--- config.mk ---
export PLATFORM = sky130hd
export DESIGN_NAME = signal_generator_multi
export DESIGN_NICKNAME = d
export VERILOG_FILES = /design/src/rtl/signal_generator_multi.sv
export SDC_FILE = /design/constraint.sdc
export NUM_CORES = 1
export LEC_CHECK = 0
export CAP_MARGIN = 20
export CELL_PAD_IN_SITES_DETAIL_PLACEMENT = 0
export CELL_PAD_IN_SITES_GLOBAL_PLACEMENT = 2
export CORE_UTILIZATION = 42
export CTS_CLUSTER_DIAMETER = 60
export DETAILED_ROUTE_END_ITERATION = 12
export DONT_BUFFER_PORTS = 1
export PLACE_DENSITY_LB_ADDON = 0.1
export SYNTH_ARGS = -nofsm -noshare
export SYNTH_HDL_FRONTEND = slang
export SYNTH_SLANG_ARGS = --single-unit
export TNS_END_PERCENT = 100
--- constraint.sdc ---
create_clock -name CLK_32KHz -period 23.6 [get_ports CLK_32KHz]
set_input_delay 2.36 -clock CLK_32KHz [delete_from_list [all_inputs] [get_ports CLK_32KHz]]
set_output_delay 2.36 -clock CLK_32KHz [all_outputs]
set_load 0.005 [all_outputs]
--- src/rtl/signal_generator_multi.sv ---
// Multi-waveform tone generator (triangle/saw/square/sine) with glitch-free settings update at period wrap.
// Latency: outputSample is 1 cycle behind phase. No backpressure: free-running at the CLK_32KHz sample rate.
module signal_generator_multi #(
    parameter int SAMPLE_W    = 8,
    parameter int IDX_W       = 7,
    parameter int FREQ_W      = 14,
    parameter int SAMPLE_RATE = 32000,
    parameter int FREQ_MAX    = 8000
) (
    input  logic                CLK_32KHz,
    input  logic                reset_n,
    input  logic                enable,
    input  logic                load,
    input  logic [FREQ_W-1:0]   freq_in,
    input  logic [1:0]          wave_sel,
    input  logic [SAMPLE_W-1:0] amplitude,
    output logic [SAMPLE_W-1:0] outputSample,
    output logic                wrap,
    output logic                pending
);
    localparam int PH_W  = $clog2(SAMPLE_RATE + FREQ_MAX);
    localparam int DEPTH = 2 ** IDX_W;
    localparam int S     = SAMPLE_W - IDX_W;
    localparam int H     = 2 ** (IDX_W - 1);

    localparam logic [PH_W-1:0]       SR_V       = PH_W'(SAMPLE_RATE);
    localparam logic [PH_W+IDX_W-1:0] SR_X       = (PH_W + IDX_W)'(SAMPLE_RATE);
    localparam logic [FREQ_W-1:0]     FREQ_MAX_V = FREQ_W'(FREQ_MAX);
    localparam logic [1:0]            WAVE_TRI   = 2'd0;
    localparam logic [1:0]            WAVE_SAW   = 2'd1;
    localparam logic [1:0]            WAVE_SQR   = 2'd2;

    typedef logic [DEPTH-1:0][SAMPLE_W-1:0] rom_t;

    function automatic rom_t build_sine();
        rom_t r;
        real  half;
        real  v;
        half = real'(2 ** SAMPLE_W - 1) / 2.0;
        for (int k = 0; k < DEPTH; k++) begin
            v    = half * (1.0 + $sin(2.0 * 3.14159265358979 * real'(k) / real'(DEPTH)));
            r[k] = SAMPLE_W'($rtoi(v + 0.5));
        end
        return r;
    endfunction

    localparam rom_t SINE_ROM = build_sine();

    logic [PH_W-1:0]     phase_q, phase_d;
    logic [FREQ_W-1:0]   freq_act_q, freq_act_d, freq_pend_q, freq_pend_d;
    logic [1:0]          wave_act_q, wave_act_d, wave_pend_q, wave_pend_d;
    logic [SAMPLE_W-1:0] amp_act_q, amp_act_d, amp_pend_q, amp_pend_d;
    logic                pending_q, pending_d;
    logic                wrap_q, wrap_d;
    logic [SAMPLE_W-1:0] out_q, out_d;

    logic [PH_W-1:0]     sum;
    logic                wrap_cyc;
    logic [FREQ_W-1:0]   freq_clamped;
    logic [IDX_W-1:0]    idx;
    logic [31:0]         tri_w;
    logic [SAMPLE_W-1:0] raw;
    logic [SAMPLE_W-1:0] scaled;

    assign sum          = phase_q + PH_W'(freq_act_q);
    assign wrap_cyc     = (sum >= SR_V);
    assign freq_clamped = (freq_in > FREQ_MAX_V) ? FREQ_MAX_V : freq_in;
    // Exact floor(phase * 2^IDX_W / SAMPLE_RATE); divisor is a constant.
    assign idx          = IDX_W'({phase_q, {IDX_W{1'b0}}} / SR_X);

    always_comb begin
        tri_w = 32'd0;
        raw   = '0;
        if (32'(idx) < 32'(H)) begin
            tri_w = (32'(idx) << 1) << S;
        end else if (32'(idx) > 32'(H)) begin
            tri_w = ((32'd2 ** (IDX_W + 1)) - (32'(idx) << 1)) << S;
        end
        case (wave_act_q)
            WAVE_TRI: raw = (32'(idx) == 32'(H)) ? '1 : SAMPLE_W'(tri_w);
            WAVE_SAW: raw = SAMPLE_W'(idx) << S;
            WAVE_SQR: raw = (32'(idx) < 32'(H)) ? '1 : '0;
            default:  raw = SINE_ROM[idx];
        endcase
    end

    assign scaled = SAMPLE_W'(((2 * SAMPLE_W + 1)'(raw)
                    * (2 * SAMPLE_W + 1)'({1'b0, amp_act_q} + 1'b1)) >> SAMPLE_W);

    always_comb begin
        phase_d     = phase_q;
        wrap_d      = 1'b0;
        out_d       = '0;
        freq_act_d  = freq_act_q;
        wave_act_d  = wave_act_q;
        amp_act_d   = amp_act_q;
        freq_pend_d = freq_pend_q;
        wave_pend_d = wave_pend_q;
        amp_pend_d  = amp_pend_q;
        pending_d   = pending_q;
        if (!enable) begin
            // Stopped: nothing audible can glitch, so settings apply at once.
            phase_d   = '0;
            pending_d = 1'b0;
            if (load) begin
                freq_act_d = freq_clamped;
                wave_act_d = wave_sel;
                amp_act_d  = amplitude;
            end else if (pending_q) begin
                freq_act_d = freq_pend_q;
                wave_act_d = wave_pend_q;
                amp_act_d  = amp_pend_q;
            end
        end else begin
            phase_d = wrap_cyc ? (sum - SR_V) : sum;
            wrap_d  = wrap_cyc;
            out_d   = scaled;
            if (load && wrap_cyc) begin
                freq_act_d = freq_clamped;
                wave_act_d = wave_sel;
                amp_act_d  = amplitude;
                pending_d  = 1'b0;
            end else if (load) begin
                freq_pend_d = freq_clamped;
                wave_pend_d = wave_sel;
                amp_pend_d  = amplitude;
                pending_d   = 1'b1;
            end else if (wrap_cyc && pending_q) begin
                freq_act_d = freq_pend_q;
                wave_act_d = wave_pend_q;
                amp_act_d  = amp_pend_q;
                pending_d  = 1'b0;
            end
        end
    end

    always_ff @(posedge CLK_32KHz or negedge reset_n) begin
        if (!reset_n) begin
            phase_q     <= '0;
            wrap_q      <= 1'b0;
            out_q       <= '0;
            freq_act_q  <= '0;
            wave_act_q  <= '0;
            amp_act_q   <= '1;
            freq_pend_q <= '0;
            wave_pend_q <= '0;
            amp_pend_q  <= '0;
            pending_q   <= 1'b0;
        end else begin
            phase_q     <= phase_d;
            wrap_q      <= wrap_d;
            out_q       <= out_d;
            freq_act_q  <= freq_act_d;
            wave_act_q  <= wave_act_d;
            amp_act_q   <= amp_act_d;
            freq_pend_q <= freq_pend_d;
            wave_pend_q <= wave_pend_d;
            amp_pend_q  <= amp_pend_d;
            pending_q   <= pending_d;
        end
    end

    assign outputSample = out_q;
    assign wrap         = wrap_q;
    assign pending      = pending_q;
endmodule

# ---- Word level (Yosys, flattened, before mapping)
# Memories as Yosys holds them, arrays and structs flattened.
# Index checks and enable logic that the tools add are counted.
dict set report totals {
  reg_bits 74
  latch_bits 0
  mem_bits_rw 0
  romBits 1024
  inputBits 28
  output_inout_bits 10
  mem_count 1
}
# name words word_bits rd rd_clocked_by_memory_dff write_ports line_no
set memory_table {}
lappend memory_table {{(name not given)} 128 8 1 0 0 83} ;# default: raw = SINE_ROM[idx];
dict set report classes {
  addsub 4
  multipliers 1
  div 1
  n_lt_le_gt_ge 5
  n_eq_ne 6
  shift 0
  muxes 33
  n_bitwise 1
  reduce_logical 6
}
# op count
set op_table {}
lappend op_table {{$mux W14} 7}
lappend op_table {{$mux W8} 12}
lappend op_table {{$mux W16} 2}
lappend op_table {{$pmux W8 S3} 1}
lappend op_table {{$div A23 B15 Y23 const B} 1}
lappend op_table {{$add A16 B14 Y16} 1}
lappend op_table {{$ge A16 B15 Y1 const B} 1}
lappend op_table {{$mul A8 B9 Y16} 1}
lappend op_table {{$sub A16 B15 Y16 const B} 1}
lappend op_table {{$gt A14 B13 Y1 const B} 1}
lappend op_table {{$mux W2} 6}
lappend op_table {{$add A8 B1 Y9 const B} 1}
lappend op_table {{$lt A7 B8 Y1 const B} 1}
lappend op_table {{$eq A7 B7 Y1 const B} 1}
lappend op_table {{$gt A7 B7 Y1 const B} 1}
lappend op_table {{$lt A7 B7 Y1 const B} 1}
lappend op_table {{$sub A1 B7 Y7 const A} 1}
lappend op_table {{$reduce_and A3 Y1} 2}
lappend op_table {{$mux W1} 5}
lappend op_table {{$ne A4 B1 Y1 const B} 1}
lappend op_table {{$ne A3 B1 Y1 const B} 1}
lappend op_table {{$ne A3 B2 Y1 const B} 1}
lappend op_table {{$reduce_bool A3 Y1} 1}
lappend op_table {{$eq A2 B1 Y1 const B} 1}
lappend op_table {{4 further kinds} 5}

# ---- Logic depth before layout (Yosys ltp)
# Gate-level depths: netlist (run 1).
dict set report depth {
  ltp_word 8
  ltp_mapped 52
  depth_no_buf 45
}

# ---- Worst setup path after synthesis (run 1)
# No wires, ideal clock.
dict set report synth_path {
  kind {register to register}
  start {reg phase_q[8]}
  end {reg out_q[7], in the netlist outputSample[7]}
  setup_time_ns 0.076
  arrival_time_ns 10.436
  t_required_ns 23.524
  setup_slack_ns 13.088
  path_stages_with_launch 50
  path_buffers 4
  period_less_slack_ns 10.512
  cell_sequence {dfrtp_1 -> buf_6 -> o21a_2 -> a41o_1 -> o311a_1 -> buf_4 -> nor2_1 -> a22o_1 -> nand3_2 -> a21oi_4 -> mux2i_2 -> o221ai_2 -> a311o_1 -> a211o_1 -> mux2_2 -> a211oi_2 -> a21o_1 -> inv_2 -> [14 not listed] -> o31ai_2 -> nor2_1 -> fa_1 -> inv_1 -> fa_1 -> inv_1 -> fa_1 -> inv_1 -> fa_1 -> inv_1 -> ha_1 -> o21ai_0 -> nor2_1 -> nand4b_1 -> o311ai_2 -> o2111ai_2 -> a2111o_1 -> o21ai_1}
}
dict set report synth_between {
  elab_chain_len 8
}
# item line_no
set synth_rtl {}
lappend synth_rtl {{from (decl)} 49} ;# logic [PH_W-1:0] phase_q, phase_d;
lappend synth_rtl {{from (signal assigned)} 150} ;# phase_q <= phase_d;
lappend synth_rtl {{$div A23 B15 Y23 (*)} 69} ;# assign idx = IDX_W'({phase_q, {IDX_W{1'b0}}} / SR_X);
lappend synth_rtl {{$sub A1 B7 Y7 / $gt A7 B7 Y1 (equally long branches)} {77, 76}}
lappend synth_rtl {{$mux W8} 76} ;# end else if (32'(idx) > 32'(H)) begin
lappend synth_rtl {{$mux W8} 74} ;# if (32'(idx) < 32'(H)) begin
lappend synth_rtl {{$mux W8} 80} ;# WAVE_TRI: raw = (32'(idx) == 32'(H)) ? '1 : SAMPLE_W'(tri_w);
lappend synth_rtl {{$pmux W8 S3 (*)} 79} ;# case (wave_act_q)
lappend synth_rtl {{$mul A8 B9 Y16 (*)} 88} ;# * (2 * SAMPLE_W + 1)'({1'b0, amp_act_q} + 1'b1)) >> SAMPLE_W);
lappend synth_rtl {{$mux W8 (*)} 101} ;# if (!enable) begin
lappend synth_rtl {{via out_d[7]} 55} ;# logic [SAMPLE_W-1:0] out_q, out_d;
lappend synth_rtl {{to (signal assigned)} 152} ;# out_q <= out_d;
lappend synth_rtl {{to (decl)} 55}
# Mark *: on every way through the listed nets, which the timed path passes. The rest lies on a longest branch. The select of a mux whose other input is x is not followed.
# A chain may end at the register's enable or synchronous reset.

# ---- Final worst setup path (run 1)
dict set report layout_path {
  start {reg phase_q[15]}
  end {reg out_q[7], in the netlist outputSample[7]}
}
# Same word-level chain as after synthesis.

==> impl_results.md, run 1 <==
* Clock Path Buffers at 2
* Synthesized area at 10110 um^2
* Antenna-violating nets left at 0
* Dpl ws at about 10 ns
* Rel. slew slack at 27.47%
* Final period utilization at 58.89%
* Fmax at 71.95 MHz
* I/O Buffers at 0
* Max-slew violation count at 0
* Arrival time worst endpoint at ~14 ns
* N_diodes at 0
* Unrepaired setup endpoints after global routing: false
* #FFs+latches synth at between 70 and 80
* Hpwl dp at between 20000 and 25000 um
* Initial drt markers at roughly 690
* Largest net degree at the start of global routing at between 70 and 80
* Critical path type: reg2reg
* Vias at about 9300
* Via count of the first global-routing pass at ~8900
* Endpoints failing hold at 0
* Total nets after synthesis at approximately 1400
* Highest metal used: met4
* DRC at 0
* GPL Wtd Cong at around 0.87
* Placement Rows at 56
* Worst EP required at between 20 and 25 ns
* Clk_skew at 0.007387 ns
* Worst Path Max Fanout at 42
* Min-delay worst type: reg2reg
* CTS tree: done
* Top cell by count, worst path: nor2_1
* CTS resizes at 0
* Met2 WL at approximately 12000 um
* First-pass DRT Iterations at 5
* DRT Wirelength at between 20000 and 30000 um
* Vias/cell at 5.944
* CTS Root Cell: clkbuf_16
* Latest clock arrival within the worst-skew pair at about 0.34 ns
* Measured slew at the worst slew-check pin at between 1 and 1.5 ns
* CTS Buf Count at 9
* Post-CTS Setup Repair Bufs at 0
* CP Capture Type: register
* Slowest CP cell: dfrtp_1
* Clk sinks at between 70 and 80
* Total gr overflow at 0
* Status: complete, no violations
* Synthesis Warnings at 0
* Final setup viols at 0
* Area growth, synth to finish at 4.107%
* Yosys cell types at ~120
* Core area at about 24000 um^2
* Layout cells sized above 1 at 9.719%
* CP Launch Type: register
* Wire length on met3 at around 1300 um
* # H-tree levels at 3
* Met1 Wirelength at between 10000 and 15000 um
* Die height at ~160 um
* Placed insts at 1548
* Starting Density at 42.96%
* Top FF cell, synth: dfrtp_1
* Number of max-cap violations at 0
* Die area at between 20000 and 25000 um^2
* Post-synthesis sequential area ratio at 18.41%
* R2R setup slack at between 9 and 10 ns
* First-pass GRT wire length at between 40000 and 50000 um
* Nets at 1371
* Synthesized instance count at between 1000 and 1500
* Tmin final at around 14 ns
* Setup TNS at 0 ns
* Post-CTS Hold Fix Bufs at 0
* CTS clk-pin slew, worst paths at 0.07 ns
* WL per Instance at roughly 18 um
* EDFF count, synth at 0
* Final worst setup slack at between 9 and 10 ns
* Die Wd at 157.2 um
* Total GRT Usage at about a quarter
* Async SR Flop Fraction at between 90% and 100%
* Crit-path max cell delay at approximately 0.95 ns
* Initial antenna violation count at 0
* Post-route insts no fill at ~1600
* Io pins at 38
* Syn_area_per_cell at 7.805 um^2
## worst max-delay path: cells and delay by family (launching register included)
family,cells,cell delay [ns]
flip-flops,1,0.95
AND/OR/NAND/NOR,11,3.25
adder cells (fa/ha/maj),6,2.68
AO/OA/AOI/OAI,19,5.70
buffers and inverters,7,1.00
multiplexers,1,0.19
## flip-flops by register name, summed over array words and instances (netlist names)
signal and flops:
amp_act_q 8, amp_pend_q 8, freq_act_q 14, freq_pend_q 14
outputSample 8, pending 1, phase_q 16, wave_act_q 2
wave_pend_q 2, wrap 1
## stage by stage
step | cell area [um^2] | util, % | hold slack [ns]
CTS | 10530 | 44.73 | 0.4812
global placement | 10220 | 43.41 | 0.4573
finish | 10530 | 44.73 | 0.4740
global route | 10530 | 44.73 | 0.5051
floorplan | 10110 | - | 0.4446
detailed placement | 10220 | 43.41 | 0.4674
## cell families after synthesis
kind of cell	Yosys count	synth area share [%]
DFF	74	18.41
adders and majority gates	103	15.78
and+or+nand+nor	481	23.87
muxes	27	3.018
buffers and inverters	166	7.051
xor gates and xnor gates	39	3.451
AOI/OAI and AO/OA	406	28.41
## layout make-up
type / instances / area (um^2)
Timing Repair Buffer: 11 / 82.58
Clock buffer: 9 / 225.2
Sequential cell: 74 / 1862
Fill cell: 2442 / 13010
Clock inverter: 7 / 85.08
Tap cell: 319 / 399.1
Inverter: 88 / 332.8
Multi-Input combinational cell: 1056 / 7543
## cell usage in the layout, fill, tap and decap left out, types with 11 or more instances in the layout
| master | Yosys | layout |
|---|---|---|
| nor2_1 | 150 | 150 |
| nand2_1 | 108 | 108 |
| o21ai_0 | 98 | 96 |
| inv_1 | 83 | 83 |
| dfrtp_1 | 66 | 66 |
| a21oi_1 | 65 | 65 |
| ha_1 | 62 | 62 |
| fa_1 | 41 | 41 |
| a31oi_1 | 34 | 34 |
| nand3_1 | 33 | 33 |
| xnor2_1 | 30 | 30 |
| and2_1 | 29 | 29 |
| nor3_1 | 29 | 29 |
| o211ai_1 | 22 | 22 |
| nand2b_1 | 21 | 21 |
| nor2b_1 | 19 | 19 |
| mux2_2 | 17 | 17 |
| a211oi_1 | 15 | 15 |
| nand4_1 | 13 | 13 |
| nor4_1 | 12 | 12 |
| a21o_1 | 12 | 12 |
| o22ai_1 | 11 | 11 |
| buf_4 | 5 | 11 |
## metal layers
layer	global-route usage, %	vias up
met5	0	-
met3	2.395	26
met2	36.43	237
li1	-	4596
met1	36.53	4438
met4	4.485	0
## final timing paths
check / start / end / cells after the start
worst max-delay path: phase_q[15] / outputSample[7] / 44
worst min-delay path: freq_pend_q[6] / freq_pend_q[6] / 2
worst max register to register: phase_q[15] / outputSample[7] / 44
worst min register to register: freq_pend_q[6] / freq_pend_q[6] / 2
max in group asynchronous: reset_n / amp_act_q[6] / 0
min in group asynchronous: reset_n / freq_pend_q[12] / 0
## synth_stat cells (all sizes together) (9+ instances only)
| library cell | n | area, um^2 |
|---|---|---|
| a21o | 12 | 90.09 |
| a21oi | 67 | 350.3 |
| nand4 | 14 | 102.6 |
| o22ai | 11 | 68.82 |
| inv | 86 | 325.3 |
| nor2b | 19 | 118.9 |
| o21a | 10 | 77.58 |
| o21bai | 11 | 86.33 |
| and2 | 29 | 181.4 |
| ha | 62 | 775.7 |
| fa | 41 | 820.8 |
| a22oi | 11 | 87.58 |
| clkbuf | 49 | 185.2 |
| or3 | 10 | 62.56 |
| mux2 | 19 | 221.5 |
| nor3 | 31 | 165.2 |
| buf | 29 | 195.2 |
| o21ai | 111 | 570.5 |
| dfrtp | 66 | 1652 |
| or2 | 18 | 112.6 |
| o31ai | 9 | 86.33 |
| xnor2 | 31 | 279.0 |
| nand2 | 110 | 417.9 |
| nand3 | 36 | 195.2 |
| a211oi | 21 | 187.7 |
| nor2 | 152 | 575.6 |
| nand2b | 21 | 131.4 |
| nor4 | 15 | 121.4 |
| a31oi | 35 | 225.2 |
| o211ai | 22 | 165.2 |
Power of run 1 is left out: the tool's default activity adds up to more than one toggle a clock period on the data nets, which glitch-free logic cannot reach.
==> run 2, diff against run 1 <==
CORE_UTILIZATION = 36   (was 42)
clock period = 11.2 ns   (was 23.6 ns; I/O delays follow)
==> run 2 against run 1 <==
Fmax is 29% higher. Non-clock buffer count increased by 139. Flip-flop and latch count is the same. Critical path depth increased by 4. Clock skew is 0.0053 ns higher. First-iteration DRC count up 5.9%. Cell area grew 16%. Via count is 6.3% higher. Core utilization increased by 0.098 points. Sequential share of layout area is 2.4 points lower. Count of clock-buffer cells in the layout stayed put. Die area up 16%.
==> impl_results.md, run 2 (synthesis results as in run 1) <==
* Status: complete, no violations
* First-pass GRT wire length at 50780 um
* Measured slew at the worst slew-check pin at 0.9787 ns
* Total GRT Usage at between 20% and 30%
* Slowest CP cell: fa_1
* Vias/cell at roughly 5.6
* Endpoints failing hold at 0
* Placement Rows at 60
* Nets at 1510
* Latest clock arrival within the worst-skew pair at ~0.34 ns
* Initial antenna violation count at 0
* Final setup viols at 0
* Placed insts at about 1700
* Core area at roughly 27000 um^2
* Via count of the first global-routing pass at ~9600
* I/O Buffers at 0
* GPL Wtd Cong at 0.8765
* Number of max-cap violations at 0
* CTS Buf Count at 9
* Largest Register: phase_q
* Crit-path max cell delay at about 0.53 ns
* # H-tree levels at 3
* Fmax at roughly 93 MHz
* Biggest regs: phase_q x16, freq_act_q x14, freq_pend_q x14
* CTS Root Cell: clkbuf_16
* Multi-input logic area at 8046 um^2
* DRT Wirelength at 31240 um
* Filler instances at 2793
* Clk sinks at 74
* CP Launch Type: register
* Layout cells sized above 1 at between 20% and 30%
* Arrival time worst endpoint at 10.96 ns
* CTS clk-pin slew, worst paths at 0.07 ns
* Vias at about 10000
* Largest net degree at the start of global routing at between 70 and 80
* Max-slew violation count at 0
* Die area at 28770 um^2
* Dpl ws at -0.05695 ns
* Starting Density at roughly 37%
* CTS tree: done
* Clock Path Buffers at 2
* WL per Instance at ~18 um
* Antenna-violating nets left at 0
* Min Hold Slack at ~0.47 ns
* Total gr overflow at 0
* CP Capture Type: register
* Post-CTS Hold Fix Bufs at 0
* Most common cell after layout, fill and taps aside: nor2_1
* Die Wd at 169.6 um
* R2R setup slack at roughly 0.46 ns
* Worst Path Max Fanout at 7
* Worst EP required at roughly 11 ns
* Die height at around 170 um
* Critical path type: reg2reg
* Largest register FFs at 16
* Final period utilization at roughly 96%
* Min-delay worst type: in2async
* Top cell by count, worst path: buf_4
* Post-layout util at between 40% and 50%
* Hpwl dp at approximately 23000 um
* First-pass DRT Iterations at 5
* N_diodes at 0
* Io pins at 38
* Clk_skew at 0.01268 ns
* Commonest non-fill, non-tap cells in the layout: nor2_1, buf_4, nand2_1, o21ai_0, inv_1
* Rel. slew slack at about 34%
* Area growth, synth to finish at 20.77%
* Sequential Area at ~1900 um^2
* Post-route insts no fill at between 1500 and 2000
* Tmin final at about 11 ns
* Final worst setup slack at approximately 0.46 ns
* Initial drt markers at between 700 and 800
* DRC at 0
## run 2: area by class of cell
type / instances / share of cell area (%)
timing repair buffer: 150 / 9.434
sequential: 74 / 15.30
clock buffer: 9 / 1.844
multi-input combinational: 1056 / 65.87
tap: 372 / 3.810
clock inverter: 7 / 1.014
inverter: 88 / 2.725
## run 2: layer usage
| layer | vias to the layer above | wire length [um] | global-route usage (%) |
|---|---|---|---|
| met1 | 4763 | 15420 | 31.83 |
| met4 | 0 | 255 | 3.055 |
| met3 | 24 | 1340 | 2.379 |
| met2 | 235 | 14230 | 34.85 |
| li1 | 4857 | - | - |
| met5 | - | 0 | 0 |
## run 2: metrics by stage
step	instance area, um^2	TNS [ns]
3_3_place_gp	11120	-0.6543
5_1_grt	12220	-0.2635
6_report	12220	0
3_5_place_dp	11140	-0.1731
4_1_cts	11510	0
2_1_floorplan	10110	0
## run 2: worst paths after layout
check                               start         endpoint  cells after the start
min reg2reg                freq_pend_q[6]   freq_pend_q[6]                      2
min                               reset_n  freq_pend_q[11]                      0
max reg2reg                   phase_q[15]  outputSample[3]                     48
max                           phase_q[15]  outputSample[3]                     48
max in group asynchronous         reset_n     amp_act_q[0]                      0
min in group CLK_32KHz     freq_pend_q[6]   freq_pend_q[6]                      2
## run 2: what timing repair did
item,4_1_cts,5_1_grt
resized for setup,5,113
gates cloned,0,0
setup buffers,0,28
endpoints found under the setup margin,6,8
pin swaps,0,38
## run 2: critical path, delay by kind of cell, from the launching register on
family                     cells  cell delay (ns)
and+or+nand+nor                8             1.66
AOI/OAI and AO/OA             23             4.84
buffers and inverters         11             1.37
adders and majority gates      6             2.35
DFF                            1             0.42
Power of run 2 is left out for the same reason.
